File: src/rtl/pc_sequencer.sv
// pc_sequencer: multi-cycle PC control path. Owns the PC register, drives the next-PC
// mux select and load strobe, and sequences fetch/decode/exec/update with sticky faults.
module pc_sequencer #(
    parameter logic [31:0] RESET_PC      = 32'h0000_0000,
    parameter int unsigned FETCH_TIMEOUT = 16
) (
    input  logic        Clk,
    input  logic        Rst,
    input  logic        Stall,
    input  logic        MemReady,
    input  logic        IsBranch,
    input  logic        IsJump,
    input  logic        Zero,
    input  logic [31:0] NextPC,
    output logic [1:0]  PCSel,
    output logic        PCWrite,
    output logic        FetchReq,
    output logic [31:0] PC,
    output logic [31:0] PCPlus4,
    output logic        Fault,
    output logic [2:0]  State
);

    typedef enum logic [2:0] {
        S_IDLE   = 3'd0,
        S_FETCH  = 3'd1,
        S_DECODE = 3'd2,
        S_EXEC   = 3'd3,
        S_UPDATE = 3'd4,
        S_FAULT  = 3'd5
    } state_t;

    localparam logic [1:0] SEL_PC4    = 2'b00;
    localparam logic [1:0] SEL_BRANCH = 2'b01;
    localparam logic [1:0] SEL_JUMP   = 2'b10;

    // Counter value on the last FETCH cycle allowed before the timeout fires.
    localparam logic [7:0] TIMEOUT_LAST = 8'(FETCH_TIMEOUT - 1);

    state_t      state_q, state_d;
    logic [31:0] pc_q, pc_d;
    logic [1:0]  pcsel_q, pcsel_d;
    logic [7:0]  cnt_q, cnt_d;
    logic        pc_write, fetch_req;

    // NOTE: all state uses non-blocking assignments so every register samples the
    // pre-edge values of its peers; reset is synchronous, so it lives inside the edge branch.
    always_ff @(posedge Clk) begin
        if (!Rst) begin
            state_q <= S_IDLE;
            pc_q    <= RESET_PC;
            pcsel_q <= SEL_PC4;
            cnt_q   <= 8'd0;
        end else begin
            state_q <= state_d;
            pc_q    <= pc_d;
            pcsel_q <= pcsel_d;
            cnt_q   <= cnt_d;
        end
    end

    // NOTE: every output of this block gets a default first, so no path can infer a latch.
    always_comb begin
        state_d   = state_q;
        pc_d      = pc_q;
        pcsel_d   = pcsel_q;
        cnt_d     = cnt_q;
        pc_write  = 1'b0;
        fetch_req = 1'b0;

        case (state_q)
            S_IDLE: begin
                if (!Stall) state_d = S_FETCH;
            end

            S_FETCH: begin
                fetch_req = 1'b1;
                if (!Stall) begin
                    // A ready word wins over a timeout reached on the same cycle.
                    if (MemReady) begin
                        state_d = S_DECODE;
                        cnt_d   = 8'd0;
                    end else if (cnt_q == TIMEOUT_LAST) begin
                        state_d = S_FAULT;
                    end else begin
                        cnt_d = cnt_q + 8'd1;
                    end
                end
            end

            S_DECODE: begin
                if (!Stall) state_d = S_EXEC;
            end

            S_EXEC: begin
                if (!Stall) begin
                    if (IsJump)                pcsel_d = SEL_JUMP;
                    else if (IsBranch && Zero) pcsel_d = SEL_BRANCH;
                    else                       pcsel_d = SEL_PC4;
                    state_d = S_UPDATE;
                end
            end

            S_UPDATE: begin
                if (!Stall) begin
                    // A misaligned target never reaches the PC register.
                    if (NextPC[1:0] == 2'b00) begin
                        pc_write = 1'b1;
                        pc_d     = NextPC;
                        cnt_d    = 8'd0;
                        state_d  = S_FETCH;
                    end else begin
                        state_d = S_FAULT;
                    end
                end
            end

            S_FAULT: begin
                state_d = S_FAULT;
            end

            default: begin
                state_d = S_FAULT;
            end
        endcase
    end

    assign PCSel    = pcsel_q;
    assign PCWrite  = pc_write;
    assign FetchReq = fetch_req;
    assign PC       = pc_q;
    assign PCPlus4  = pc_q + 32'd4;
    assign Fault    = (state_q == S_FAULT);
    assign State    = state_q;

endmodule

File: config.mk
export PLATFORM = sky130hd
export DESIGN_NAME = pc_sequencer
export DESIGN_NICKNAME = d
export VERILOG_FILES = /design/src/rtl/pc_sequencer.sv
export SDC_FILE = /design/constraint.sdc
export NUM_CORES = 1
export LEC_CHECK = 0
export BUFFER_PORTS_ARGS = -buffer_cell sky130_fd_sc_hd__clkbuf_2
export CORE_MARGIN = 2
export CORE_UTILIZATION = 43
export CTS_CLUSTER_DIAMETER = 120
export DETAILED_ROUTE_END_ITERATION = 10
export MAX_ROUTING_LAYER = met4
export PLACE_DENSITY = 0.77
export SYNTH_ARGS = -nofsm -noshare
export SYNTH_HDL_FRONTEND = slang
export SYNTH_SLANG_ARGS = --single-unit
export TNS_END_PERCENT = 5
File: constraint.sdc
create_clock -name Clk -period 1.6 [get_ports Clk]
set_input_delay 0.24 -clock Clk [delete_from_list [all_inputs] [get_ports Clk]]
set_output_delay 0.24 -clock Clk [all_outputs]
set_load 0.05 [all_outputs]
==> results of run 1 <==
[power breakdown]
group / switching (W) / internal [W] / total (W)
logic: 0.000183 / 0.000131 / 0.000313
clock network: 0.000385 / 0.000305 / 0.000690
registers: 0.0000128 / 0.00111 / 0.00113
[per-stage QoR]
step / setup TNS, ns / cells
final: -12.63 / 552
after global routing: -15.14 / 552
after CTS: -10.48 / 548
after detailed placement: -6.43 / 540
after global placement: -5.54 / 540
after floorplan: -19.81 / 314
[cells in the mapped netlist, drive strengths merged (2+ instances only)]
cell type / number
a211oi: 2
a21oi: 38
and2: 4
and3: 8
and4: 3
buf: 11
clkbuf: 9
dfxtp: 45
ha: 2
inv: 9
nand2: 71
nand2b: 3
nand3: 15
nand3b: 2
nand4: 13
nor2: 11
nor3: 7
nor4: 3
o211ai: 2
o21ai: 5
o311ai: 2
o31ai: 3
xnor2: 23
xor2: 6
[metal layers]
metal	wire length, um	vias up	track usage
li1	-	1426	-
met1	3550	1448	0.319
met2	5250	149	0.528
met3	649	20	0.0509
met4	174	0	0.0932
met5	0	-	-
[timing repair]
item,in CTS,in global routing
hold buffers,0,0
buffers inserted,0,4
gates resized for setup,78,38
pin swaps,14,9
setup endpoints to repair,59,57
[registers in the layout, summed over array words and instances, names as in the netlist]
| name | count |
|---|---|
| State | 3 |
| PCSel | 2 |
| PC | 32 |
| cnt_q | 8 |
[cell type report]
class / count / area [um2] / share of cell area
multi-input cells: 240 / 1840 / 0.421
clock buffers: 7 / 76.3 / 0.0175
repair buffers: 178 / 1360 / 0.312
well taps: 72 / 90.1 / 0.0206
flip-flops and latches: 45 / 963 / 0.221
inverters: 9 / 33.8 / 0.00774
clock inverters: 1 / 3.75 / 0.000860
[worst reg2reg max path, stage by stage, from the launching register on]
cell	delay, ns
dfxtp_4	0.38
buf_6	0.12
nor3b_4	0.27
nand2_2	0.11
inv_2	0.12
buf_6	0.20
nand2_1	0.14
a21oi_1	0.19
[kinds of logic after synthesis]
family / synth area share
buffers and inverters: 0.0557
flip-flops: 0.365
AO/OA/AOI/OAI: 0.144
adder cells (fa/ha/maj): 0.0101
multiplexers: 0.00405
AND/OR/NAND/NOR: 0.318
XOR/XNOR: 0.103
[final timing paths]
path	start	cells past startpoint	slack (ns)	endpoint
max	PC[10]	7	-0.76	PCPlus4[30]
min	NextPC[12]	3	0.15	PC[12]
max reg2reg	State[0]	7	0	PC[19]
min reg2reg	PCSel[0]	2	0.48	PCSel[0]
==> results.json, run 1 <==
{
  "cp_slowest_cell": "dfxtp_4",
  "outcome": "complete, but fails checks",
  "max_freq_mhz": 424,
  "failed_checks": "setup timing",
  "syn_to_final_growth_pct": 76.9,
  "final_util": 0.788,
  "path_buf_inv": 3,
  "path_class": "flop to primary output",
  "insertedDiodeCount": 0,
  "htreeDepth": 2,
  "cts_sinks": 45,
  "initial_core_util": 0.446,
  "clk_latency_ns": 0.30,
  "power_w": 0.00213,
  "mostFrequentLayoutCells": "79 x clkbuf_2, 66 x nand2_1, 65 x buf_4",
  "gp_congestion": 0.858,
  "slew_headroom": 0.681,
  "grt_usage": 0.289,
  "synthArstFlopShare": 0,
  "nets": 520,
  "finalMaxSlewViolations": 0,
  "synthDistinctLibCells": 48,
  "maxCapViolCount": 0,
  "drtIter0Drc": 220,
  "core_mm2": 0.00554,
  "p_per_area_mw_per_mm2": 487,
  "drc_errors": 0,
  "die_h_um": 79.8,
  "critPathRequiredTime_ns": 1.36,
  "crit_path_max_incr_delay_ns": 0.37,
  "period_share": 1.47,
  "syn_avg_cell_area_um2": 7.86,
  "synth_area_leader_cell": "dfxtp_1",
  "holdWs_ns": 0.152,
  "clockBufferDepth": 2,
  "rsz0062_at_grt": "yes",
  "grt_pass1_wl_mm": 14.1,
  "io_buffers": 110,
  "min_path_type": "input port to flop",
  "io_pins": 111,
  "finalHoldViolations": 0,
  "yosysWarnings": 0,
  "layout-drive-gt1-share": 0.544,
  "ant_nets": 0,
  "synthFlopType": "dfxtp_1",
  "fillCellCount": 318,
  "crit_fanout": 9,
  "first_global_vias": 2988,
  "place.detailed.hpwl_mm": 5.88,
  "wl_mm": 9.62,
  "synth_area_leaders": "dfxtp_1 36%, nand2_1 11%, xnor2_1 8.2%",
  "synth_top_area_share": 0.365,
  "vias": 3043,
  "pre_cts_ws_ns": -0.403,
  "cts_tree": "done",
  "cts_buffers": 5,
  "setup_slack_ns": -0.760,
  "ir_drop_mv": 0.553,
  "viasPerCell": 5.51,
  "crit_chain": "nand4_1 > buf_4 > nor4_4 > buf_6 > nand3_1 > xnor2_4 > clkbuf_8",
  "clock-root-buffer": "clkbuf_8",
  "syn_inst": 314,
  "antenna_found_initial": 0,
  "die_area_mm2": 0.00636,
  "dpl_cell_area_mm2": 0.00382,
  "syn_nets": 355,
  "finalSetupViolations": 28,
  "wl_per_cell_um": 17.4,
  "syn-cell-area_mm2": 0.00247,
  "die_x_um": 79.8,
  "final_cell_area_mm2": 0.00437,
  "p_leak_nw": 2.02,
  "worst_pin_slew_ns": 0.477,
  "ys_ff_latch": 45,
  "clock_skew_ns": 0.0112,
  "path_clk_slew_ns": 0.09,
  "drtPass1Iterations": 4,
  "arrival_ns": 2.12,
  "rows": 27,
  "layout_commonest_cell": "clkbuf_2",
  "critPathLaunchType": "flop",
  "synth_edf_count": 0,
  "ys_seq_area_frac": 0.365,
  "overflow": 0,
  "period_needed_ns": 2.36,
  "crit_family": "buffers and inverters",
  "crit_path_end_kind": "primary output",
  "grt_max_degree": 33
}
(Power assumes the default switching activity.)
==> run 2: changes to the inputs <==
--- a/config.mk
+++ b/config.mk
@@ -6,12 +6,14 @@
 export NUM_CORES = 1
 export LEC_CHECK = 0
 export BUFFER_PORTS_ARGS = -buffer_cell sky130_fd_sc_hd__clkbuf_2
+export CORE_ASPECT_RATIO = 1.2
 export CORE_MARGIN = 2
 export CORE_UTILIZATION = 43
 export CTS_CLUSTER_DIAMETER = 120
 export DETAILED_ROUTE_END_ITERATION = 10
 export MAX_ROUTING_LAYER = met4
 export PLACE_DENSITY = 0.77
+export SKIP_CTS_REPAIR_TIMING = 1
 export SYNTH_ARGS = -nofsm -noshare
 export SYNTH_HDL_FRONTEND = slang
 export SYNTH_SLANG_ARGS = --single-unit
==> run 2 against run 1 <==
Against the previous run: the run still ends with setup timing left; worst setup slack better by 0.15 ns; worst hold slack worse by 0.015 ns; register-to-register slack better by 0.03 ns; clock power up 30%; non-clock buffer count shrank 6; combinational power down 8.6%; sequential power about the same; cell count is 2.5% lower; flip-flop and latch count did not move; critical path type unchanged.
==> results.json, run 2 (synthesized netlist as in run 1, its figures left out) <==
{
  "crit_fanout": 8,
  "viasPerCell": 5.37,
  "holdPathStages": 3,
  "worstHoldStart": "NextPC[21]",
  "cts_sinks": 45,
  "path_clk_slew_ns": 0.09,
  "setup_slack_ns": -0.608,
  "io_pins": 111,
  "gp_congestion": 0.934,
  "die_area_mm2": 0.00637,
  "grt_pass1_wl_mm": 11.7,
  "period_share": 1.38,
  "grt_max_degree": 33,
  "wl_mm": 8.11,
  "timing.setup.tns_ns": -10.21,
  "grt_usage": 0.238,
  "insertedDiodeCount": 0,
  "reg2regPathDepth": 6,
  "finalMaxSlewViolations": 0,
  "period_needed_ns": 2.21,
  "rows": 30,
  "ir_drop_mv": 0.495,
  "htreeDepth": 2,
  "first_global_vias": 2611,
  "min_to": "PC[21]",
  "cts_buffers": 5,
  "layout-drive-gt1-share": 0.508,
  "place.detailed.hpwl_mm": 6.01,
  "vias": 2888,
  "regToRegStartpoint": "cnt_q[1]",
  "rsz0062_at_grt": "yes",
  "cts_tree": "done",
  "max_freq_mhz": 453,
  "overflow": 0,
  "p_per_area_mw_per_mm2": 557,
  "drtIter0Drc": 165,
  "largest_register_ffs": 32,
  "critPathLaunchType": "flop",
  "arrival_ns": 1.97,
  "slew_headroom": 0.657,
  "antenna_found_initial": 0,
  "finalSetupViolations": 27,
  "mostFrequentLayoutCells": "79 x clkbuf_2, 71 x nand2_1, 69 x buf_4",
  "drc_errors": 0,
  "nets": 514,
  "die_h_um": 87,
  "outcome": "complete, but fails checks",
  "clk_latency_ns": 0.30,
  "p_leak_nw": 1.93,
  "finalHoldViolations": 0,
  "initial_core_util": 0.441,
  "final_util": 0.740,
  "core_mm2": 0.00559,
  "failed_checks": "setup timing",
  "crit_path_end_kind": "primary output",
  "syn_to_final_growth_pct": 67.7,
  "critPathRequiredTime_ns": 1.36,
  "clockBufferDepth": 2,
  "clock-root-buffer": "clkbuf_8",
  "maxCapViolCount": 0,
  "path_class": "flop to primary output",
  "wl_per_cell_um": 15.1,
  "layout_commonest_cell": "clkbuf_2",
  "r2r_slack_ns": 0.03,
  "worst_pin_slew_ns": 0.514,
  "drtPass1Iterations": 5,
  "die_x_um": 73.2,
  "clock_skew_ns": 0.00866,
  "min_path_type": "input port to flop",
  "ant_nets": 0,
  "timing.rr.end": "cnt_q[3]",
  "io_buffers": 110
}
## run 2: changes by cell type in the layout (fill, tap and decap cells not counted), moves of 3 or more
cell	delta
buf_4	+4
clkbuf_8	-9
nor2_1	+3
nor2_2	-3
nand2_1	+5
nand2_2	-4
buf_6	+12
buf_8	-14
## run 2: per-layer routing
layer | GRT usage | vias to the layer above | part of all wire
met2 | 0.429 | 98 | 0.55
li1 | - | 1412 | -
met1 | 0.269 | 1368 | 0.40
met3 | 0.0336 | 10 | 0.045
met4 | 0.0724 | 0 | 0.0086
met5 | - | - | 0
## run 2: critical path, cell delays in order (launching register included)
cell and delay (ns):
dfxtp_4 0.35, nand4_1 0.11, buf_6 0.15, nor4_4 0.26
buf_6 0.19, nand3_1 0.20, xnor2_4 0.19, buf_4 0.22
## run 2: worst max-delay path by stage
stage / start / slack, ns / depth (start not counted) / endpoint
CTS: PC[8] / -0.80 / 6 / PCPlus4[24]
detailed placement: PC[8] / -0.45 / 6 / PCPlus4[24]
floorplan: PC[8] / -0.56 / 4 / PCPlus4[24]
global placement: PC[8] / -0.38 / 6 / PCPlus4[24]
global route: PC[11] / -0.71 / 7 / PCPlus4[30]
finish: PC[11] / -0.61 / 7 / PCPlus4[30]
## run 2: area by class of cell
type / instances / area, um2
timing repair buffer: 172 / 1170
multi-input combinational: 240 / 1780
clock inverter: 1 / 30.0
tap: 64 / 80.1
clock buffer: 7 / 86.3
fill: 383 / 1450
sequential: 45 / 958
inverter: 9 / 33.8
## run 2: power breakdown
group	internal (W)	switching, W
logic	0.000114	0.000173
registers	0.00111	0.0000111
clock network	0.000510	0.000388
total	0.00174	0.000571
## run 2: metrics by stage
step / cell area [um2] / cells / setup slack (ns) / hold slack, ns / total power, W
finish: 4140 / 538 / -0.608 / 0.137 / 0.00231
global placement: 3780 / 528 / -0.384 / 0.459 / 0.00142
CTS: 3900 / 536 / -0.796 / 0.136 / 0.00230
floorplan: 2790 / 314 / -0.557 / 0.366 / 0.00131
global route: 4140 / 538 / -0.708 / 0.137 / 0.00240
detailed placement: 3780 / 528 / -0.446 / 0.462 / 0.00142
